==> src/rtl/mem_pkg.sv <==
// Shared definitions for the data-memory access controller: load/store
// opcodes, controller states and the alignment rule.
package mem_pkg;

    localparam logic [2:0] OP_LW  = 3'd0;
    localparam logic [2:0] OP_LH  = 3'd1;
    localparam logic [2:0] OP_LHU = 3'd2;
    localparam logic [2:0] OP_LB  = 3'd3;
    localparam logic [2:0] OP_LBU = 3'd4;
    localparam logic [2:0] OP_SW  = 3'd5;
    localparam logic [2:0] OP_SH  = 3'd6;
    localparam logic [2:0] OP_SB  = 3'd7;

    typedef enum logic [1:0] {
        ST_IDLE  = 2'd0,
        ST_READ  = 2'd1,
        ST_WRITE = 2'd2,
        ST_RESP  = 2'd3
    } ctrlState_e;

    // Words need both low address bits clear, halves need bit 0 clear.
    function automatic logic isMisaligned(input logic [2:0] op, input logic [1:0] addrLo);
        case (op)
            OP_LW, OP_SW:         return addrLo != 2'b00;
            OP_LH, OP_LHU, OP_SH: return addrLo[0];
            default:              return 1'b0;
        endcase
    endfunction

    function automatic logic isLoad(input logic [2:0] op);
        return op <= OP_LBU;
    endfunction

endpackage

==> src/rtl/mem_lane_unit.sv <==
// Little-endian lane logic: selects and extends the load lane from a read
// word, and merges sub-word store data into a read word.
module mem_lane_unit
    import mem_pkg::*;
(
    input  logic [2:0]  op,
    input  logic [1:0]  addrLo,
    input  logic [31:0] readWord,
    input  logic [31:0] storeData,
    output logic [31:0] loadValue,
    output logic [31:0] mergedWord
);

    logic [7:0]  laneByte;
    logic [15:0] laneHalf;

    always_comb begin
        laneByte = 8'h00;
        case (addrLo)
            2'd0:    laneByte = readWord[7:0];
            2'd1:    laneByte = readWord[15:8];
            2'd2:    laneByte = readWord[23:16];
            default: laneByte = readWord[31:24];
        endcase
        laneHalf = addrLo[1] ? readWord[31:16] : readWord[15:0];

        loadValue = readWord;
        case (op)
            OP_LH:   loadValue = {{16{laneHalf[15]}}, laneHalf};
            OP_LHU:  loadValue = {16'h0000, laneHalf};
            OP_LB:   loadValue = {{24{laneByte[7]}}, laneByte};
            OP_LBU:  loadValue = {24'h000000, laneByte};
            default: loadValue = readWord;
        endcase

        // Untouched lanes keep the value just read from memory.
        mergedWord = readWord;
        case (op)
            OP_SB: begin
                case (addrLo)
                    2'd0:    mergedWord[7:0]   = storeData[7:0];
                    2'd1:    mergedWord[15:8]  = storeData[7:0];
                    2'd2:    mergedWord[23:16] = storeData[7:0];
                    default: mergedWord[31:24] = storeData[7:0];
                endcase
            end
            OP_SH: begin
                if (addrLo[1]) mergedWord[31:16] = storeData[15:0];
                else           mergedWord[15:0]  = storeData[15:0];
            end
            default: mergedWord = storeData;
        endcase
    end

endmodule

==> src/rtl/mem_access_ctrl.sv <==
// MEM-stage master for the word-only data memory: single-cycle loads, direct
// word stores and read-modify-write sub-word stores, holding the pipeline via Stall.
module mem_access_ctrl
    import mem_pkg::*;
(
    input  logic        Clk,
    input  logic        Reset,
    input  logic        Req,
    input  logic [2:0]  MemOp,
    input  logic [31:0] Addr,
    input  logic [31:0] WData,
    output logic [31:0] RData,
    output logic        Done,
    output logic        AddrErr,
    output logic        Stall,
    output logic [31:0] MemAddr,
    output logic [31:0] MemWData,
    output logic        MemWrEn,
    input  logic [31:0] MemRData,
    output logic [1:0]  StateDbg
);

    // Handshake: Req is held until the one-cycle Done pulse; Stall = Req && !Done.
    // Req is only sampled in IDLE, so a new access starts one cycle after Done.

    ctrlState_e  state;
    logic [2:0]  opReg;
    logic [1:0]  addrLoReg;
    logic [31:0] wDataReg;
    logic [31:0] memAddrReg;

    logic        sampling;
    logic [2:0]  laneOp;
    logic [1:0]  laneAddrLo;
    logic [31:0] laneStoreData;
    logic [31:0] loadValue;
    logic [31:0] mergedWord;

    // The sampling cycle presents the new address directly so a load can
    // capture its data on the same edge that accepts the request.
    assign sampling      = (state == ST_IDLE) && Req;
    assign laneOp        = sampling ? MemOp      : opReg;
    assign laneAddrLo    = sampling ? Addr[1:0]  : addrLoReg;
    assign laneStoreData = sampling ? WData      : wDataReg;
    assign MemAddr       = sampling ? {Addr[31:2], 2'b00} : memAddrReg;
    assign Stall         = Req && !Done;
    assign StateDbg      = state;

    mem_lane_unit laneUnit (
        .op        (laneOp),
        .addrLo    (laneAddrLo),
        .readWord  (MemRData),
        .storeData (laneStoreData),
        .loadValue (loadValue),
        .mergedWord(mergedWord)
    );

    always_ff @(posedge Clk or negedge Reset) begin
        if (!Reset) begin
            state      <= ST_IDLE;
            opReg      <= OP_LW;
            addrLoReg  <= 2'b00;
            wDataReg   <= 32'h0;
            memAddrReg <= 32'h0;
            MemWData   <= 32'h0;
            MemWrEn    <= 1'b0;
            RData      <= 32'h0;
            Done       <= 1'b0;
            AddrErr    <= 1'b0;
        end else begin
            case (state)
                ST_IDLE: begin
                    if (Req) begin
                        opReg      <= MemOp;
                        addrLoReg  <= Addr[1:0];
                        wDataReg   <= WData;
                        memAddrReg <= {Addr[31:2], 2'b00};
                        if (isMisaligned(MemOp, Addr[1:0])) begin
                            AddrErr <= 1'b1;
                            Done    <= 1'b1;
                            state   <= ST_RESP;
                        end else if (isLoad(MemOp)) begin
                            RData <= loadValue;
                            Done  <= 1'b1;
                            state <= ST_RESP;
                        end else if (MemOp == OP_SW) begin
                            MemWData <= WData;
                            MemWrEn  <= 1'b1;
                            state    <= ST_WRITE;
                        end else begin
                            state <= ST_READ;
                        end
                    end
                end
                ST_READ: begin
                    MemWData <= mergedWord;
                    MemWrEn  <= 1'b1;
                    state    <= ST_WRITE;
                end
                ST_WRITE: begin
                    MemWrEn <= 1'b0;
                    Done    <= 1'b1;
                    state   <= ST_RESP;
                end
                ST_RESP: begin
                    Done    <= 1'b0;
                    AddrErr <= 1'b0;
                    state   <= ST_IDLE;
                end
                default: state <= ST_IDLE;
            endcase
        end
    end

endmodule

==> config.mk <==
export PLATFORM = sky130hd
export DESIGN_NAME = mem_access_ctrl
export DESIGN_NICKNAME = d
export VERILOG_FILES = /design/src/rtl/mem_pkg.sv /design/src/rtl/mem_lane_unit.sv /design/src/rtl/mem_access_ctrl.sv
export SDC_FILE = /design/constraint.sdc
export NUM_CORES = 1
export LEC_CHECK = 0
export CAP_MARGIN = 10
export CELL_PAD_IN_SITES_DETAIL_PLACEMENT = 1
export CELL_PAD_IN_SITES_GLOBAL_PLACEMENT = 1
export CORE_MARGIN = 3
export CORE_UTILIZATION = 32
export CTS_BUF_LIST = sky130_fd_sc_hd__clkbuf_4 sky130_fd_sc_hd__clkbuf_8 sky130_fd_sc_hd__clkbuf_16
export CTS_CLUSTER_DIAMETER = 150
export DETAILED_ROUTE_END_ITERATION = 16
export PLACE_DENSITY = 0.85
export SYNTH_ARGS = -nofsm -noshare
export SYNTH_HDL_FRONTEND = slang
export SYNTH_SLANG_ARGS = --single-unit
==> constraint.sdc <==
create_clock -name Clk -period 2.4 [get_ports Clk]
set_clock_uncertainty 0.1 [all_clocks]
set_input_delay 0.36 -clock Clk [delete_from_list [all_inputs] [get_ports Clk]]
set_output_delay 0.36 -clock Clk [all_outputs]
set_load 0.01 [all_outputs]
---- Yosys cells after proc, flatten, opt, wreduce, memory -nomap -nowiden ----
Cells that the tools add are included.
cells by class
  magnitude comparators ................... 1
  equality and inequality tests ........... 21
  muxes and demuxes ....................... 39
  bitwise operators ....................... 1
  reduce and logical (&&, ||, !) cells .... 20
operator list
  operator              number
  $mux W32              6
  $pmux W32 S2          2
  $pmux W32 S4          1
  $mux W16              3
  $mux W8               4
  $pmux W8 S3           1
  $eq A3 B3 Y1 const B  5
  $mux W1               11
  $mux W2               5
  $reduce_and A5 Y1     2
  $eq A3 B2 Y1 const B  3
  $pmux W2 S4           1
  $eq A2 B2 Y1 const B  3
  $eq A3 B1 Y1 const B  2
  $ne A2 B2 Y1 const B  3
  $pmux W1 S3           2
  $reduce_and A3 Y1     2
  $reduce_bool A2 Y1    3
  $reduce_bool A3 Y1    2
  $reduce_or A3 Y1      2
  $eq A2 B1 Y1 const B  2
  $logic_not A2 Y1      2
  $ne A2 B1 Y1 const B  2
  $pmux W1 S2           2
  10 further kinds      11
word-level totals
  register bits ........................... 136
  bits of input ports ..................... 102
  output and inout bits ................... 102
  word-level logic and storage cells ...... 92

---- Logic depth before layout (Yosys ltp) ----
Gate-level depths: netlist (run 1).
  depth in word-level cells ............... 8
  depth in mapped cells ................... 12
  depth with buffers taken out ............ 9

---- Modules after synthesis ----
From an unflattened synthesis (run 1), not the netlist that was laid out.
unflattened totals
  cells, all modules ...................... 790
  area, all modules ....................... 7412.1 sq um
by module, submodules not included
  module           times used  cells an instance  area an instance (sq um)  sequential area each (sq um)
  mem_access_ctrl  1           542                5642.9                    3403.3
  mem_lane_unit    1           248                1769.2                    0.0

---- Worst setup path before layout (run 1) ----
OpenSTA, ideal clock, no wires.
  path type ............................... reg-to-output
  from .................................... register state[1], in the netlist StateDbg[1]
  to ...................................... output port MemAddr[10]
  arrival ................................. 2155 ps
  data required time ...................... 1940 ps
  path slack .............................. -215 ps
  stages on the path, launching flop included .. 12
  buffers on the path ..................... 6
  cells stage by stage .................... dfrtp_1 -> inv_1 -> ha_1 -> buf_6 -> and2_1 -> buf_6 -> buf_2 -> buf_2 -> buf_2 -> buf_1 -> nand2_1 -> nand2_1
between the ends
  longest elaborated chain between the ends .. 3
ends and longest elaborated chain
  item                    line                   text
  from (decl)             mem_access_ctrl.sv:26  ctrlState_e state;
  from (signal assigned)  mem_access_ctrl.sv:60  state <= ST_IDLE;
  from (signal assigned)  mem_access_ctrl.sv:81  state <= ST_RESP;
  from (signal assigned)  mem_access_ctrl.sv:85  state <= ST_RESP;
  $logic_not A2 Y1        mem_access_ctrl.sv:41  assign sampling = (state == ST_IDLE) && Req;
  $logic_and A1 B1 Y1     mem_access_ctrl.sv:41
  $mux W32                mem_access_ctrl.sv:45  assign MemAddr = sampling ? {Addr[31:2], 2'b00} : memAddrReg;
  to (decl)               mem_access_ctrl.sv:16  output logic [31:0] MemAddr,
Every way passes these cells.

---- Worst setup path after layout (run 1) ----
  from .................................... register state[1], in the netlist StateDbg[1]
  to ...................................... register MemWData[12]
between the ends
  longest elaborated chain between the ends .. 7
  elaborated cells between the ends (all ways) .. 19
  those cells by class .................... eq/ne (8); mux (7); reduce/logical (4)
ends and longest elaborated chain
  item                  line                                          text
  $logic_not A2 Y1      mem_access_ctrl.sv:41, mem_access_ctrl.sv:71
  $logic_and A1 B1 Y1   mem_access_ctrl.sv:41
  $mux W2               mem_access_ctrl.sv:43                         assign laneAddrLo = sampling ? Addr[1:0] : addrLoReg;
  $eq A2 B1 Y1          mem_lane_unit.sv:40                           case (addrLo)
  $mux W8               mem_lane_unit.sv:40
  $pmux W32 S2          mem_lane_unit.sv:38                           case (op)
  $pmux W32 S2          mem_access_ctrl.sv:71                         case (state)
  to (signal assigned)  mem_access_ctrl.sv:87                         MemWData <= WData;
  to (signal assigned)  mem_access_ctrl.sv:96                         MemWData <= mergedWord;
  to (decl)             mem_access_ctrl.sv:17                         output logic [31:0] MemWData,
Several ways; a longest one is shown, not always the timed one.
A chain may end at the register's enable or synchronous reset.

==> results of run 1 <==
==> layout make-up <==
| class | count | area (sq um) |
|---|---|---|
| tap | 280 | 350 |
| inverter | 21 | 82.6 |
| sequential | 136 | 3400 |
| timing repair buffer | 433 | 4250 |
| clock inverter | 12 | 195 |
| fill | 2309 | 8650 |
| antenna | 2 | 5.00 |
| multi-input combinational | 606 | 4620 |
| clock buffer | 20 | 460 |
==> path summary, 6_finish.rpt <==
check / to / cells past startpoint
max in group asynchronous: RData[24] / 3
min reg2reg: RData[10] / 2
min: MemWData[29] / 2
max: MemWData[12] / 12
max reg2reg: MemWData[12] / 12
min in group Clk: RData[10] / 2
==> layout by cell type, fill, tap and decap left out, types with 8 or more instances in the layout <==
cell type	n
sky130_fd_sc_hd__buf_4	178
sky130_fd_sc_hd__clkdlybuf4s50_1	169
sky130_fd_sc_hd__nand2_1	139
sky130_fd_sc_hd__dfrtp_1	135
sky130_fd_sc_hd__nor2_1	72
sky130_fd_sc_hd__buf_6	57
sky130_fd_sc_hd__a21oi_1	46
sky130_fd_sc_hd__nand2_2	38
sky130_fd_sc_hd__nand2_4	30
sky130_fd_sc_hd__a21oi_2	28
sky130_fd_sc_hd__o21ai_1	19
sky130_fd_sc_hd__clkbuf_16	19
sky130_fd_sc_hd__inv_1	15
sky130_fd_sc_hd__mux2_2	15
sky130_fd_sc_hd__buf_12	14
sky130_fd_sc_hd__nand3_1	11
sky130_fd_sc_hd__mux2i_1	10
sky130_fd_sc_hd__a222oi_1	9
sky130_fd_sc_hd__a21oi_4	8
sky130_fd_sc_hd__nor3b_1	8
sky130_fd_sc_hd__a221oi_2	8
==> cells by family after synthesis <==
group	Yosys count	synth area share, %
AND/OR/NAND/NOR	341	19.7
other	1	0.0517
adder cells (fa/ha/maj)	7	1.21
XOR/XNOR	3	0.466
AO/OA/AOI/OAI	218	21.5
buffers and inverters	75	4.76
multiplexers	35	5.36
flip-flops	136	46.9
==> where the power goes <==
part	leakage, nW	switching (mW)	internal [mW]
registers	1.67	0.802	3.40
clock network	0.324	1.15	1.91
logic	4.07	7.25	6.33
total	6.07	9.20	11.6
==> layer usage <==
metal | vias to the layer above | share of wire, % | global-route usage [%]
li1 | 3655 | - | -
met1 | 4552 | 35 | 35.8
met2 | 709 | 48 | 52.8
met3 | 275 | 9.2 | 7.13
met4 | 0 | 8.0 | 17.8
met5 | - | 0 | 0
==> worst max-delay path, cell delays in order (launching register included) <==
cell,delay [ns]
sky130_fd_sc_hd__dfrtp_1,0.40
sky130_fd_sc_hd__inv_2,0.07
sky130_fd_sc_hd__ha_4,0.20
sky130_fd_sc_hd__buf_6,0.12
sky130_fd_sc_hd__buf_6,0.12
sky130_fd_sc_hd__and3_4,0.17
sky130_fd_sc_hd__a21oi_4,0.15
sky130_fd_sc_hd__buf_6,0.16
sky130_fd_sc_hd__buf_6,0.16
sky130_fd_sc_hd__o2bb2ai_4,0.14
sky130_fd_sc_hd__a222oi_1,0.62
sky130_fd_sc_hd__buf_4,0.22
sky130_fd_sc_hd__o21ai_2,0.05
==> flip-flops by register name (all words and copies together), names as in the netlist <==
register and flops:
AddrErr 1, Done 1, MemWData 32, MemWrEn 1, RData 32, StateDbg 2, addrLoReg 2, memAddrReg 30
opReg 3, wDataReg 32
==> what timing repair did <==
action	4_1_cts	5_1_grt
hold buffers	1	0
resized for setup	224	236
setup buffers	37	47
pin swaps	26	97
hold endpoints to repair	48	0
gates cloned	7	2
endpoints found under the setup margin	94	94
==> flow_summary.yaml, run 1 <==
global_route:
  pin_count_of_the_biggest_net_entering_global_routing: 53
  grt_pass1_wl_um: 57800
  grt_pass1_vias: 9575
  grt.overflow.total: 0
  antenna_found_initial: 1
  gr-usage-all-layers_pct: 31.0
routing:
  detailroute.via_count: 9191
  avgRoutedWirePerCell_um: 30.2
  postRouteAntennaNets: 0
  post_drt_via_cell_ratio: 6.09
  drt_pass1_iterations: 8
  detail_route.drc_violations: 0
  postRouteWirelength_um: 45600
  drtIter0Drc: 997
synth:
  post-synth-top-count-cell: "sky130_fd_sc_hd__nand2_1"
  synth_flop_cell: "sky130_fd_sc_hd__dfrtp_1"
  synth_top_area_cell: "sky130_fd_sc_hd__dfrtp_1"
  synthTopCellsByArea: "sky130_fd_sc_hd__dfrtp_1 (47%), sky130_fd_sc_hd__nand2_1 (11%), sky130_fd_sc_hd__a21oi_1 (5.5%), sky130_fd_sc_hd__nor2_1 (4.0%), sky130_fd_sc_hd__mux2i_1 (2.3%)"
  synth_largest_type_area_fraction_pct: 46.9
  postSynthRegisterBits: 136
  synthesis.yosys.warnings: 0
  post_synth_most_frequent_cells: "sky130_fd_sc_hd__nand2_1 (207), sky130_fd_sc_hd__dfrtp_1 (136), sky130_fd_sc_hd__a21oi_1 (79)"
  asyncSetResetFlopFracSynth_pct: 100
  synth_area_per_cell_sq_um: 8.89
  synth.cell_area_sq_um: 7250
  synth_sequential_area_ratio_pct: 46.9
  syn_inst: 816
  number_of_unique_standard_cell_types_used_by_synthesis: 69
  synth_enable_flop_cells: 0
setup_path:
  critical_path.startpoint: "StateDbg[1]"
  crit_path_start_kind: "register"
  cp.required_ns: 2.61
  worstSetupEndpointType: "register"
  worst_r2r_startpoint: "StateDbg[1]"
  crit_path_class: "register to register"
  critical_path_arrival_ns: 3.03
  critical_path_peak_fanout: 8
  ff2ff_setup_slack_ns: -0.42
timing:
  timing.final.hold_violations: 0
  sum_of_negative_setup_slack_ns: -16.56
  postLayoutSetupSlackWorst_ns: -0.423
  final_max_slew_violation_count: 0
  fin_crit_ns: 2.82
  worst_slew_margin_rel_pct: 59.5
  rsz0062_at_grt: "true"
  worst-slew-pin-transition_ns: 0.608
  holdWs_ns: 0.361
  final.period_utilization_pct: 118
  timing.final.setup_violations: 93
  fmax_ghz: 0.354
clock_network:
  clock_insertion_delay_worst_skew_ns: 0.45
  cts_buffer_depth: 2
  cts_num_sinks: 136
  cts.clk_slew.worst_paths_ns: 0.08
  clock_tree.root_cell: "sky130_fd_sc_hd__clkbuf_16"
  cts_tree: "built"
  htreeDepth: 4
  number_of_buffers_created_by_cts: 17
pwr:
  post-layout-total-power_mw: 20.8
  power.leakage_nw: 6.07
  power_density_nw_per_um2: 1560
  peakVddDrop_mv: 0.588
die:
  dieHeight_um: 157
  num_rows: 54
  fp.dieArea_sq_um: 24500
  boundaryPins: 204
  start_util_pct: 32.9
  core_region_area_sq_um: 22000
  die_w_um: 157
placement:
  place_ws_ns: -0.566
  dpl.cell_count: 1390
  detailed_place.area_sq_um: 10600
  gpl.final_weighted_congestion: 0.907
  port_buffers: 201
  place_hpwl_um: 23100
layout:
  final_cells: 1510
  layout-drive-gt1-share_pct: 43.0
  fin_nets: 1324
  finalCoreUtilization_pct: 60.7
  area_delta_synth_final_pct: 84.4
  postLayoutCellArea_sq_um: 13400
run:
  cap_viol_max_count: 0
min_path:
  hp-class: "primary input to asynchronous set/reset pin"
outcome:
  violations: "negative setup slack"
  status: "complete, but fails checks"
Power figures use the tool's default switching activity.
==> run 2: changes to the inputs <==
--- a/config.mk
+++ b/config.mk
@@ -9,11 +9,11 @@
 export CELL_PAD_IN_SITES_DETAIL_PLACEMENT = 1
 export CELL_PAD_IN_SITES_GLOBAL_PLACEMENT = 1
 export CORE_MARGIN = 3
-export CORE_UTILIZATION = 32
+export CORE_UTILIZATION = 36
 export CTS_BUF_LIST = sky130_fd_sc_hd__clkbuf_4 sky130_fd_sc_hd__clkbuf_8 sky130_fd_sc_hd__clkbuf_16
 export CTS_CLUSTER_DIAMETER = 150
 export DETAILED_ROUTE_END_ITERATION = 16
-export PLACE_DENSITY = 0.85
+export PLACE_DENSITY = 0.9
 export SYNTH_ARGS = -nofsm -noshare
 export SYNTH_HDL_FRONTEND = slang
 export SYNTH_SLANG_ARGS = --single-unit
==> constraint.sdc (replaced) <==
create_clock -name Clk -period 2.8 [get_ports Clk]
set_clock_uncertainty 0.1 [all_clocks]
set_input_delay 0.42 -clock Clk [delete_from_list [all_inputs] [get_ports Clk]]
set_output_delay 0.42 -clock Clk [all_outputs]
set_load 0.01 [all_outputs]
==> run 2 against run 1 <==
Critical path depth fell by 3. Total power decreased by 33%. The flow now finishes without violations. Global-route usage barely moved. Largest power group unchanged. Maximum frequency is 1.3% higher. Clock power fell by 24%. Worst hold slack better by 0.023 ns.
==> flow_summary.yaml, run 2 (same netlist as run 1, synthesis figures left out) <==
setup_path:
  critical_path.n_buffers_inverters: 2
  worstSetupPathDepth: 9
  worst_r2r_startpoint: "StateDbg[0]"
  crit_path_class: "register to register"
  ff2ff_setup_slack_ns: 0.01
  crit_family: "compound AO/OA/AOI/OAI gates"
  cell_count_of_the_worst_reg_to_reg_path: 9
  capture_point_of_the_critical_path: "MemWData[11]"
  worstSetupEndpointType: "register"
  critical_path.startpoint: "StateDbg[0]"
  critical_path_arrival_ns: 2.97
  critical-path-max-stage-delay_ns: 0.54
  timing.critical_path.cells: "inv_2, ha_4, buf_4, and4_1, a31oi_1, nor2_1, o2bb2ai_2, a222oi_1, o21ai_1"
  cp.required_ns: 2.98
  r2r_end: "MemWData[11]"
  critical_path_peak_fanout: 8
  crit_path_start_kind: "register"
  cp_slowest_cell: "sky130_fd_sc_hd__a222oi_1"
global_route:
  grt_pass1_wl_um: 51800
  gr-usage-all-layers_pct: 31.0
  grt_pass1_vias: 8662
  antenna_found_initial: 0
  pin_count_of_the_biggest_net_entering_global_routing: 66
  grt.overflow.total: 0
clock_network:
  htreeDepth: 4
  cts_num_sinks: 136
  cts_tree: "built"
  clock_insertion_delay_worst_skew_ns: 0.45
  cts.clk_slew.worst_paths_ns: 0.06
  clock_tree.root_cell: "sky130_fd_sc_hd__clkbuf_16"
  cts_buffer_depth: 2
  number_of_buffers_created_by_cts: 17
placement:
  port_buffers: 201
  place_hpwl_um: 22300
  gpl.final_weighted_congestion: 0.946
  place_ws_ns: -0.133
  dpl.cell_count: 1317
  detailed_place.area_sq_um: 10100
layout:
  mostFrequentLayoutCells: "sky130_fd_sc_hd__nand2_1 (207), sky130_fd_sc_hd__clkdlybuf4s50_1 (170), sky130_fd_sc_hd__dfrtp_1 (136)"
  area_delta_synth_final_pct: 51.5
  fillerInstances: 2225
  layout-drive-gt1-share_pct: 18.0
  fin_nets: 1198
  diodes: 0
  layout.cells.most_common: "sky130_fd_sc_hd__nand2_1"
  final_cells: 1367
  postLayoutCellArea_sq_um: 11000
  layout_top_registers: "MemWData (32), RData (32), wDataReg (32)"
timing:
  postLayoutSetupSlackWorst_ns: 0.0124
  timing.final.setup_violations: 0
  final_max_slew_violation_count: 0
  fmax_ghz: 0.359
  final.period_utilization_pct: 99.6
  fin_crit_ns: 2.79
  worst_slew_margin_rel_pct: 55.2
  worst-slew-pin-transition_ns: 0.671
  sum_of_negative_setup_slack_ns: 0
  timing.final.hold_violations: 0
  holdWs_ns: 0.385
routing:
  avgRoutedWirePerCell_um: 25.8
  detailroute.via_count: 8163
  postRouteWirelength_um: 35200
  postRouteAntennaNets: 0
  detail_route.drc_violations: 0
  drtIter0Drc: 933
  post_drt_via_cell_ratio: 5.97
  drt_pass1_iterations: 8
pwr:
  power.leakage_nw: 5.17
  peakVddDrop_mv: 0.568
  power_density_nw_per_um2: 1260
die:
  core_region_area_sq_um: 19700
  dieHeight_um: 148
  boundaryPins: 204
  start_util_pct: 36.9
  num_rows: 51
  fp.dieArea_sq_um: 21900
  die_w_um: 148
run:
  cap_viol_max_count: 0
min_path:
  hp-class: "register to register"
outcome:
  status: "completed"
## run 2: power by group
part           total [mW]  switching, mW  internal, mW
Sequential           3.46          0.556          2.91
Combinational        8.08           4.50          3.58
Clock                2.32          0.994          1.33
Total                13.9           6.05          7.82
## run 2: final cells by class
| class | instances | area, sq um | share of cell area (%) |
|---|---|---|---|
| sequential | 136 | 3400 | 31.0 |
| timing repair buffer | 307 | 3010 | 27.4 |
| clock inverter | 14 | 151 | 1.38 |
| inverter | 21 | 78.8 | 0.717 |
| tap | 265 | 332 | 3.02 |
| multi-input combinational | 606 | 3580 | 32.6 |
| clock buffer | 18 | 433 | 3.94 |
## run 2: layer usage
metal	track usage, %	wire [um]	vias up
met1	35.5	12800	4012
met4	16.4	2200	0
li1	-	-	3399
met2	52.8	16800	588
met3	8.68	3420	164
met5	0	0	-
## run 2: tightest hold or removal path, cell delays in order (launching register included)
cell,delay (ns)
sky130_fd_sc_hd__dfrtp_1,0.32
sky130_fd_sc_hd__nand2_1,0.05
sky130_fd_sc_hd__nand2_1,0.08
## run 2: what timing repair did
item | 4_1_cts | 5_1_grt
gates cloned | 3 | 0
endpoints found under the setup margin | 31 | 54
gates resized for setup | 28 | 30
pin swaps | 1 | 7
buffers inserted | 7 | 7
hold endpoints to repair | 62 | 0
hold buffers | 1 | 0
## run 2: through the flow
stage	util (%)	power (mW)
6_report	55.9	13.9
5_1_grt	55.9	14.5
4_1_cts	55.1	13.4
3_5_place_dp	51.3	10.8
3_3_place_gp	51.3	10.4
2_1_floorplan	-	7.07
## run 2: worst min path at each step
stage / startpoint / end / cells after the start
4_1_cts: memAddrReg[19] / memAddrReg[19] / 2
3_5_place_dp: wDataReg[22] / wDataReg[22] / 2
2_1_floorplan: Reset / AddrErr / 0
5_1_grt: memAddrReg[19] / memAddrReg[19] / 2
3_3_place_gp: wDataReg[17] / wDataReg[17] / 2
6_report: memAddrReg[19] / memAddrReg[19] / 2
==> run 3: changes to the inputs <==
--- a/config.mk
+++ b/config.mk
@@ -5,15 +5,17 @@
 export SDC_FILE = /design/constraint.sdc
 export NUM_CORES = 1
 export LEC_CHECK = 0
-export CAP_MARGIN = 10
+export CAP_MARGIN = 5
 export CELL_PAD_IN_SITES_DETAIL_PLACEMENT = 1
 export CELL_PAD_IN_SITES_GLOBAL_PLACEMENT = 1
 export CORE_MARGIN = 3
-export CORE_UTILIZATION = 36
+export CORE_UTILIZATION = 47
 export CTS_BUF_LIST = sky130_fd_sc_hd__clkbuf_4 sky130_fd_sc_hd__clkbuf_8 sky130_fd_sc_hd__clkbuf_16
 export CTS_CLUSTER_DIAMETER = 150
 export DETAILED_ROUTE_END_ITERATION = 16
-export PLACE_DENSITY = 0.9
+export DONT_BUFFER_PORTS = 1
+export GPL_TIMING_DRIVEN = 0
+export PLACE_DENSITY = 0.88
 export SYNTH_ARGS = -nofsm -noshare
 export SYNTH_HDL_FRONTEND = slang
 export SYNTH_SLANG_ARGS = --single-unit
==> run 3 against run 2 <==
Non-clock buffer count is 226 lower. Design area decreased by 17%. Via count down 15%. Worst setup slack got worse by 0.011 ns. Clock-buffer cell count is 3 higher. Highest routed layer is now met5. Sequential power grew 9.2%. Worst hold slack got worse by 0.80 ns. Die area down 23%. The flow now finishes with violations (negative hold slack). Total power shrank 10%. Register-to-register slack barely moved. Clock power grew 11%. Final cell count shrank 22%.
==> flow_summary.yaml, run 3 (same netlist as run 1, synthesis figures left out) <==
placement:
  detailed_place.area_sq_um: 7490
  place_hpwl_um: 19600
  port_buffers: 0
  gpl.final_weighted_congestion: 0.897
  dpl.cell_count: 1001
global_route:
  grt_pass1_vias: 7266
  pin_count_of_the_biggest_net_entering_global_routing: 137
  gr-usage-all-layers_pct: 32.6
  grt.overflow.total: 0
  grt_pass1_wl_um: 41700
  antenna_found_initial: 1
layout:
  mostFrequentLayoutCells: "sky130_fd_sc_hd__nand2_1 (150), sky130_fd_sc_hd__dfrtp_1 (134), sky130_fd_sc_hd__a21oi_1 (78)"
  layout.cells.most_common: "sky130_fd_sc_hd__nand2_1"
  area_delta_synth_final_pct: 25.8
  diodes: 0
  finalCoreUtilization_pct: 61.6
  final_cells: 1060
  fin_nets: 972
  layout-drive-gt1-share_pct: 26.4
  layout_top_registers: "MemWData (32), RData (32), wDataReg (32)"
  postLayoutCellArea_sq_um: 9120
pwr:
  total_switching_power_mw: 5.60
  power_density_nw_per_um2: 1370
  peakVddDrop_mv: 0.582
  power.leakage_nw: 4.18
  post-layout-total-power_mw: 12.5
  p_int_mw: 6.86
  p_sw_share_pct: 45.0
  power.share.clock_pct: 20.7
  combPwrFrac_pct: 48.9
  power.share.sequential_pct: 30.4
clock_network:
  htreeDepth: 4
  number_of_buffers_created_by_cts: 17
  cts_buffer_depth: 2
  clock_insertion_delay_worst_skew_ns: 0.43
  cts_tree: "built"
  cts_num_sinks: 136
  cts.clk_slew.worst_paths_ns: 0.06
  clock_tree.root_cell: "sky130_fd_sc_hd__clkbuf_16"
timing:
  rsz0062_at_grt: "true"
  timing.final.setup_violations: 0
  fmax_ghz: 0.357
  holdWs_ns: -0.412
  worst-slew-pin-transition_ns: 0.646
  final.period_utilization_pct: 100
  worst_slew_margin_rel_pct: 56.9
  timing.final.hold_violations: 136
  final_max_slew_violation_count: 0
  fin_crit_ns: 2.80
setup_path:
  ff2ff_setup_slack_ns: 0.001
  worst_r2r_startpoint: "StateDbg[0]"
  cell_count_of_the_worst_reg_to_reg_path: 9
  cp.required_ns: 2.99
  crit_path_start_kind: "register"
  critical_path_arrival_ns: 2.99
  crit_path_class: "register to register"
  critical_path_peak_fanout: 10
  critical_path.startpoint: "StateDbg[0]"
  r2r_end: "MemWData[11]"
  worstSetupEndpointType: "register"
  capture_point_of_the_critical_path: "MemWData[11]"
die:
  boundaryPins: 204
  core_region_area_sq_um: 14800
  fp.dieArea_sq_um: 17000
  num_rows: 44
  start_util_pct: 49.0
  dieHeight_um: 130
  die_w_um: 130
run:
  cap_viol_max_count: 0
routing:
  detailroute.via_count: 6922
  drt_pass1_iterations: 8
  post_drt_via_cell_ratio: 6.53
  postRouteWirelength_um: 29700
  drtIter0Drc: 785
  postRouteAntennaNets: 0
  avgRoutedWirePerCell_um: 28.0
  detail_route.drc_violations: 0
outcome:
  status: "complete, but fails checks"
  violations: "negative hold slack"
min_path:
  hp-class: "primary input to asynchronous set/reset pin"
[run 3: changes by cell type in the layout (fill, tap and decap cells not counted), moves of 4 or more]
cell / before / now
sky130_fd_sc_hd__clkdlybuf4s50_1: 170 / 0
sky130_fd_sc_hd__buf_4: 90 / 27
sky130_fd_sc_hd__nand2_1: 207 / 150
sky130_fd_sc_hd__nand2_2: 0 / 30
sky130_fd_sc_hd__nand2_4: 0 / 28
sky130_fd_sc_hd__dlygate4sd2_1: 16 / 0
sky130_fd_sc_hd__clkbuf_1: 0 / 12
sky130_fd_sc_hd__dlymetal6s2s_1: 12 / 0
sky130_fd_sc_hd__buf_2: 0 / 10
sky130_fd_sc_hd__clkbuf_2: 1 / 7
sky130_fd_sc_hd__clkinv_4: 5 / 0
sky130_fd_sc_hd__clkbuf_16: 17 / 21
sky130_fd_sc_hd__clkbuf_8: 0 / 4
[run 3: layout make-up]
class | count | area [sq um]
fillers | 1636 | 5690
multi-input cells | 606 | 4020
flip-flops and latches | 136 | 3410
clock buffers | 21 | 474
plain buffers | 53 | 438
repair buffers | 28 | 285
well taps | 184 | 230
clock inverters | 11 | 191
inverters | 21 | 81.3
[run 3: power by group through the flow]
stage | Combinational [mW] | Clock (mW) | Sequential [mW]
after global routing | 6.55 | 2.67 | 3.88
after floorplan | 3.55 | 0 | 3.52
after detailed placement | 4.75 | 0 | 3.75
after global placement | 4.52 | 0 | 3.70
final | 6.10 | 2.57 | 3.78
after CTS | 5.26 | 2.56 | 3.74
[run 3: routing by layer]
layer	track usage, %	share of wire, %
met2	54.3	50
met4	14.1	4.1
met3	11.5	10
met5	0	0.044
met1	38.1	36
[run 3: repair_timing]
| action | CTS | global route |
|---|---|---|
| setup buffers | 10 | 14 |
| cloned | 0 | 4 |
| pin swaps | 9 | 38 |
| setup endpoints to repair | 123 | 91 |
| resized for setup | 101 | 94 |
| endpoints found under the hold margin | 136 | 136 |
[run 3: through the flow]
stage | worst slack, ns | setup TNS [ns] | hold WS (ns)
2_1_floorplan | 0.125 | 0 | 0.0244
3_5_place_dp | -0.571 | -34.45 | 0.0305
3_3_place_gp | -0.435 | -18.66 | 0.0293
4_1_cts | 0.00252 | 0 | -0.420
6_report | 0.00109 | 0 | -0.412
5_1_grt | -0.106 | -1.03 | -0.433
[run 3: worst max-delay path, stage by stage (launching register included)]
cell	delay, ns
sky130_fd_sc_hd__dfrtp_2	0.47
sky130_fd_sc_hd__inv_2	0.08
sky130_fd_sc_hd__ha_4	0.17
sky130_fd_sc_hd__buf_6	0.13
sky130_fd_sc_hd__clkbuf_2	0.20
sky130_fd_sc_hd__and4b_1	0.28
sky130_fd_sc_hd__a31oi_4	0.35
sky130_fd_sc_hd__nor2_2	0.18
sky130_fd_sc_hd__a222oi_1	0.53
sky130_fd_sc_hd__o21ai_1	0.16
[run 3: how the worst min path moves through the flow]
stage                     end  slack (ns)  depth (start not counted)
5_1_grt           MemWData[7]       -0.43                          0
6_report       memAddrReg[25]       -0.41                          0
3_3_place_gp      MemWData[6]        0.03                          0
2_1_floorplan         AddrErr        0.02                          0
3_5_place_dp   memAddrReg[25]        0.03                          0
4_1_cts           MemWData[7]       -0.42                          0
